==> src/rtl/bp_table_ctrl.sv <==
// Local branch-prediction counter table sequencer: init sweep, fetch lookups, E-stage RMW updates.
// Optional BP_TABLE_STATS_EN adds completed-update and dropped-update counters.
module bp_table_ctrl #(
  parameter int unsigned     IDX_W     = 5,
  parameter int unsigned     CTR_W     = 2,
  parameter int unsigned     UPD_DEPTH = 2,
  parameter logic [CTR_W-1:0] INIT_VAL = CTR_W'(1)
) (
  input  logic             clk_i,
  input  logic             reset_n_i,
  input  logic             stall_e_i,
  input  logic [1:0]       branch_op_e_i,
  input  logic             pc_src_res_e_i,
  input  logic [IDX_W-1:0] upd_idx_e_i,
  input  logic             lookup_vld_f_i,
  input  logic [IDX_W-1:0] lookup_idx_f_i,
  output logic             lookup_gnt_o,
  output logic             pred_vld_o,
  output logic             pred_taken_o,
  output logic             busy_o,
  output logic             tbl_en_o,
  output logic             tbl_we_o,
  output logic [IDX_W-1:0] tbl_addr_o,
  output logic [CTR_W-1:0] tbl_wdata_o,
  input  logic [CTR_W-1:0] tbl_rdata_i
`ifdef BP_TABLE_STATS_EN
  ,
  output logic [15:0]      upd_cnt_o,
  output logic [15:0]      drop_cnt_o
`endif
);

  localparam int unsigned PTR_W    = (UPD_DEPTH > 1) ? $clog2(UPD_DEPTH) : 1;
  localparam int unsigned CNT_W    = $clog2(UPD_DEPTH + 1);
  localparam int unsigned TBL_LAST = (1 << IDX_W) - 1;

  typedef struct packed {
    logic [IDX_W-1:0] idx;
    logic             taken;
  } upd_t;

  typedef enum logic {ST_INIT, ST_RUN} state_t;

  state_t           state;
  logic [IDX_W-1:0] init_addr;
  upd_t             fifo_mem [UPD_DEPTH];
  logic [PTR_W-1:0] rd_ptr, wr_ptr;
  logic [CNT_W-1:0] count;
  logic             upd_rd_q, upd_wr_q, upd_taken_q;

  logic fifo_full, fifo_empty, push, pop, push_ok;
  upd_t head;
  logic [CTR_W-1:0] wr_val;
  logic unused_op_hi;

  function automatic logic [CTR_W-1:0] sat_step(input logic [CTR_W-1:0] ctr, input logic taken);
    logic [CTR_W-1:0] res;
    if (taken) res = (ctr == '1) ? ctr : ctr + CTR_W'(1);
    else       res = (ctr == '0) ? ctr : ctr - CTR_W'(1);
    return res;
  endfunction

  function automatic logic [PTR_W-1:0] ptr_inc(input logic [PTR_W-1:0] p);
    return (p == PTR_W'(UPD_DEPTH - 1)) ? '0 : p + PTR_W'(1);
  endfunction

  assign unused_op_hi = branch_op_e_i[1];
  assign fifo_full    = (count == CNT_W'(UPD_DEPTH));
  assign fifo_empty   = (count == '0);
  assign head         = fifo_mem[rd_ptr];
  assign push         = (state == ST_RUN) & branch_op_e_i[0] & ~stall_e_i;
  // Pop mirrors the arbitration below: full FIFO beats lookups, a pending UPD_WR beats both.
  assign pop          = (state == ST_RUN) & ~upd_rd_q & ~fifo_empty & (fifo_full | ~lookup_vld_f_i);
  assign push_ok      = push & (~fifo_full | pop);

  // Write data comes straight off the read port in the UPD_WR cycle so the RMW stays 2 cycles.
  assign wr_val       = sat_step(tbl_rdata_i, upd_taken_q);
  assign tbl_wdata_o  = !tbl_we_o ? '0 : (upd_wr_q ? wr_val : INIT_VAL);
  assign pred_taken_o = pred_vld_o & tbl_rdata_i[CTR_W-1];

  // Pending-update FIFO
  always_ff @(posedge clk_i or negedge reset_n_i) begin
    if (!reset_n_i) begin
      rd_ptr <= '0;
      wr_ptr <= '0;
      count  <= '0;
      for (int i = 0; i < int'(UPD_DEPTH); i++) fifo_mem[i] <= '0;
    end else begin
      if (push_ok) begin
        fifo_mem[wr_ptr] <= '{idx: upd_idx_e_i, taken: pc_src_res_e_i};
        wr_ptr           <= ptr_inc(wr_ptr);
      end
      if (pop) rd_ptr <= ptr_inc(rd_ptr);
      count <= count + CNT_W'(push_ok) - CNT_W'(pop);
    end
  end

  // Sequencer: init sweep, then one table op per cycle with registered port controls
  always_ff @(posedge clk_i or negedge reset_n_i) begin
    if (!reset_n_i) begin
      state        <= ST_INIT;
      init_addr    <= '0;
      busy_o       <= 1'b1;
      tbl_en_o     <= 1'b0;
      tbl_we_o     <= 1'b0;
      tbl_addr_o   <= '0;
      lookup_gnt_o <= 1'b0;
      pred_vld_o   <= 1'b0;
      upd_rd_q     <= 1'b0;
      upd_wr_q     <= 1'b0;
      upd_taken_q  <= 1'b0;
    end else begin
      tbl_en_o     <= 1'b0;
      tbl_we_o     <= 1'b0;
      lookup_gnt_o <= 1'b0;
      upd_rd_q     <= 1'b0;
      upd_wr_q     <= 1'b0;
      pred_vld_o   <= lookup_gnt_o;
      case (state)
        ST_INIT: begin
          busy_o     <= 1'b1;
          tbl_en_o   <= 1'b1;
          tbl_we_o   <= 1'b1;
          tbl_addr_o <= init_addr;
          init_addr  <= init_addr + IDX_W'(1);
          if (init_addr == IDX_W'(TBL_LAST)) state <= ST_RUN;
        end
        default: begin
          busy_o <= 1'b0;
          if (upd_rd_q) begin
            tbl_en_o <= 1'b1;
            tbl_we_o <= 1'b1;
            upd_wr_q <= 1'b1;
          end else if (fifo_full || (!lookup_vld_f_i && !fifo_empty)) begin
            tbl_en_o    <= 1'b1;
            tbl_addr_o  <= head.idx;
            upd_taken_q <= head.taken;
            upd_rd_q    <= 1'b1;
          end else if (lookup_vld_f_i) begin
            tbl_en_o     <= 1'b1;
            tbl_addr_o   <= lookup_idx_f_i;
            lookup_gnt_o <= 1'b1;
          end
        end
      endcase
    end
  end

`ifdef BP_TABLE_STATS_EN
  // Saturating activity counters, RUN state only
  always_ff @(posedge clk_i or negedge reset_n_i) begin
    if (!reset_n_i) begin
      upd_cnt_o  <= '0;
      drop_cnt_o <= '0;
    end else if (state == ST_RUN) begin
      if (upd_wr_q && upd_cnt_o != 16'hFFFF) upd_cnt_o <= upd_cnt_o + 16'd1;
      if (push && !push_ok && drop_cnt_o != 16'hFFFF) drop_cnt_o <= drop_cnt_o + 16'd1;
    end
  end
`endif

endmodule

==> config.mk <==
export PLATFORM = sky130hd
export DESIGN_NAME = bp_table_ctrl
export DESIGN_NICKNAME = d
export VERILOG_FILES = /design/src/rtl/bp_table_ctrl.sv
export SDC_FILE = /design/constraint.sdc
export NUM_CORES = 1
export LEC_CHECK = 0
export ABC_AREA = 1
export CAP_MARGIN = 10
export CORE_UTILIZATION = 56
export CTS_CLUSTER_DIAMETER = 200
export CTS_CLUSTER_SIZE = 30
export DETAILED_ROUTE_END_ITERATION = 7
export PLACE_DENSITY = 0.84
export RECOVER_POWER = 100
export SYNTH_ARGS = -nofsm -noshare
export SYNTH_HDL_FRONTEND = slang
export SYNTH_SLANG_ARGS = --single-unit
==> constraint.sdc <==
create_clock -name clk_i -period 2.5 [get_ports clk_i]
set_input_delay 0.375 -clock clk_i [delete_from_list [all_inputs] [get_ports clk_i]]
set_output_delay 0.375 -clock clk_i [all_outputs]
set_load 0.02 [all_outputs]
==> run metrics <==
buffer cell driving the clock tree root sky130_fd_sc_hd__clkbuf_4; Filler Cell Count between 200 and 300; clock network latency to the later pin of the worst-skew pair approximately 0.35 ns; fin crit share between 90% and 100%; kind of end point of the critical path output pin; number of synthesized register bits 35; most area-hungry cell type in the Yosys netlist sky130_fd_sc_hd__dfrtp_1; outcome completed; via count of the first global-routing pass ~1200; most common cell after layout, fill and taps aside sky130_fd_sc_hd__nand2_1; share of Yosys cell area claimed by the top area cell type 46.67%; ratio of total power to cell area roughly 1100 nW/µm²; count of boundary I/O pins 32; Total Negative Setup Slacks 0 ns; number of max-slew violations in the final report 0; crit start category input pin; number of setup violations in the final report 0; Die X-Extent roughly 59 µm; total standard cell area after synthesis ~1800 µm²; share of final-layout standard cells stronger than drive strength 1 12.78%; Hold WC Path Type flip-flop to flip-flop; setup repair after global routing missed its margin no; number of cells after detailed placement between 200 and 300; iteration count of the initial detailed-routing pass 4; port bufs 30; number of hold violations in the final report 0; chip height roughly 59 µm; H-tree levels 2; Reg clk slew, reported paths approximately 0.10 ns; Multi-input gate area roughly 680 µm²; slew of the pin with the lowest slew margin 0.5733 ns; post-route DRC violation count 0; Sequential cell area between 800 and 900 µm²; leakage power figure around 1.0 nW; average routed wire per standard cell ~11 µm; most frequent cells in the layout sky130_fd_sc_hd__nand2_1, sky130_fd_sc_hd__dfrtp_1, sky130_fd_sc_hd__nor2_1; Netlist cell types 29; floorplan row count 20; most area-consuming cells after synthesis sky130_fd_sc_hd__dfrtp_1, sky130_fd_sc_hd__nand2_1, sky130_fd_sc_hd__o21ai_2; Slew headroom between 60% and 70%; final critical delay including setup and external delays 2.268 ns; DR iter-0 viols 48; die outline area 3487 µm²; antenna viol nets, final 0; Tot GR Track Use a little over a fifth; Sink Count 35; average via count per standard cell just under 5; net count of the mapped netlist approximately 220; Post-Syn Area per Cell roughly 9.4 µm²; vias post-DR 1301; half-perimeter wire length of the detailed placement result around 2200 µm; FMAX approximately 440 MHz; largest net degree at the start of global routing 36; Data arrival, critical path 1.89 ns; Crit Path Category input pin to output pin; overflow left after global routing 0; number of antenna violations at the first check in global routing 0; required time worst endpoint between 2 and 2.5 ns; Mapped Cells a little under 200; Max-Cap Viols 0; Inserted Diodes 0; post-CTS setup buffer count 0; total CTS buffers 5; total wire length after detailed routing about 3000 µm; count of synthesis-stage warnings from yosys 0; Worst Clk Skew 0.008266 ns; signed area change from the synthesized netlist to the final layout 13.93%; Core ar. approximately 3100 µm²; Hold-fix buffers, CTS 0; clock tree buffer depth 2; placer congestion estimate 0.8541; Max Fanout on Critical Path 4; post-cts sizing count 0; maximum ir drop on the vdd rail around 0.6 mV; first-pass GRT wire length between 5000 and 6000 µm; TritonCTS clock tree yes; Nets between 200 and 250; sequential-to-total area share from yosys stat 48.11%; Layout Cells excl Fill ~270; starting density of the core 59.23%
-- cell type report --
class	instances	share of cell area [%]
multi-input cells	131	32.83
inverters	22	4.157
flip-flops and latches	35	42.23
clock buffers	8	3.313
repair buffers	31	14.82
well taps	44	2.651
-- cells in the mapped netlist (all sizes together) --
| master | number |
|---|---|
| o211ai | 1 |
| o21ai | 15 |
| or2 | 2 |
| dfrtp | 34 |
| ha | 4 |
| dfstp | 1 |
| nor2 | 19 |
| nand3b | 1 |
| buf | 5 |
| a21oi | 10 |
| nand3 | 10 |
| nand2 | 62 |
| xor2 | 3 |
| nor4 | 1 |
| inv | 22 |
| xnor2 | 3 |
-- stage by stage --
step	total power, mW	util [%]	hold slack (ns)	setup WS, ns	cell area [µm²]
global placement	2.058	69.59	0.3569	0.2829	2142
finish	2.237	67.48	0.3748	0.2318	2077
global route	2.443	67.48	0.3857	0.1495	2077
floorplan	1.769	-	0.07941	0.9018	1823
detailed placement	2.086	69.59	0.3595	0.2765	2142
CTS	2.439	71.83	0.3830	0.2673	2211
-- registers in the layout, indices dropped and copies added, names as in the netlist --
register	count
tbl_we_o	1
tbl_addr_o	5
busy_o	1
init_addr	5
upd_rd_q	1
count	2
tbl_en_o	1
lookup_gnt_o	1
pred_vld_o	1
rd_ptr	1
fifo_mem	12
upd_taken_q	1
state	1
wr_ptr	1
upd_wr_q	1
-- per-layer routing --
layer,vias to the layer above,GRT usage (%),wire length [µm]
met5,-,0,0
met4,0,12.24,90
li1,673,-,-
met3,11,4.803,120
met1,588,25.90,1418
met2,29,33.93,1410
-- cell families after synthesis --
logic type               share of synthesized area, %
XOR/XNOR                                        3.295
adder cells (fa/ha/maj)                         2.745
buffers and inverters                           7.206
AND/OR/NAND/NOR                                 28.62
AO/OA/AOI/OAI                                   10.02
flip-flops                                      48.11
-- power breakdown --
part / leakage (nW) / switching (mW) / internal [mW]
registers: 0.432 / 0.151 / 0.789
logic: 0.571 / 0.550 / 0.395
clock network: 0.0386 / 0.186 / 0.165
total: 1.04 / 0.886 / 1.35
-- critical path: stages --
cell and delay [ns]:
sky130_fd_sc_hd__clkdlybuf4s50_1 0.52, sky130_fd_sc_hd__nor2_1 0.08, sky130_fd_sc_hd__nor4_1 0.22, sky130_fd_sc_hd__dlygate4sd3_1 0.70
-- worst paths after layout --
| check | from | end | slack (ns) | depth (start not counted) |
|---|---|---|---|---|
| min in group asynchronous | reset_n_i | state$_DFF_PN0_ | 0.48 | 2 |
| max reg2reg | state$_DFF_PN0_ | tbl_addr_o[1]$_DFFE_PN0P_ | 0.38 | 6 |
| min reg2reg | lookup_gnt_o$_DFF_PN0_ | pred_vld_o$_DFF_PN0_ | 0.37 | 0 |
| min | lookup_gnt_o$_DFF_PN0_ | pred_vld_o$_DFF_PN0_ | 0.37 | 0 |
| max | tbl_rdata_i[1] | tbl_wdata_o[1] | 0.23 | 4 |
| max in group asynchronous | reset_n_i | busy_o$_DFF_PN1_ | 1.69 | 2 |
Note: power is estimated with default switching activity, not from simulation.
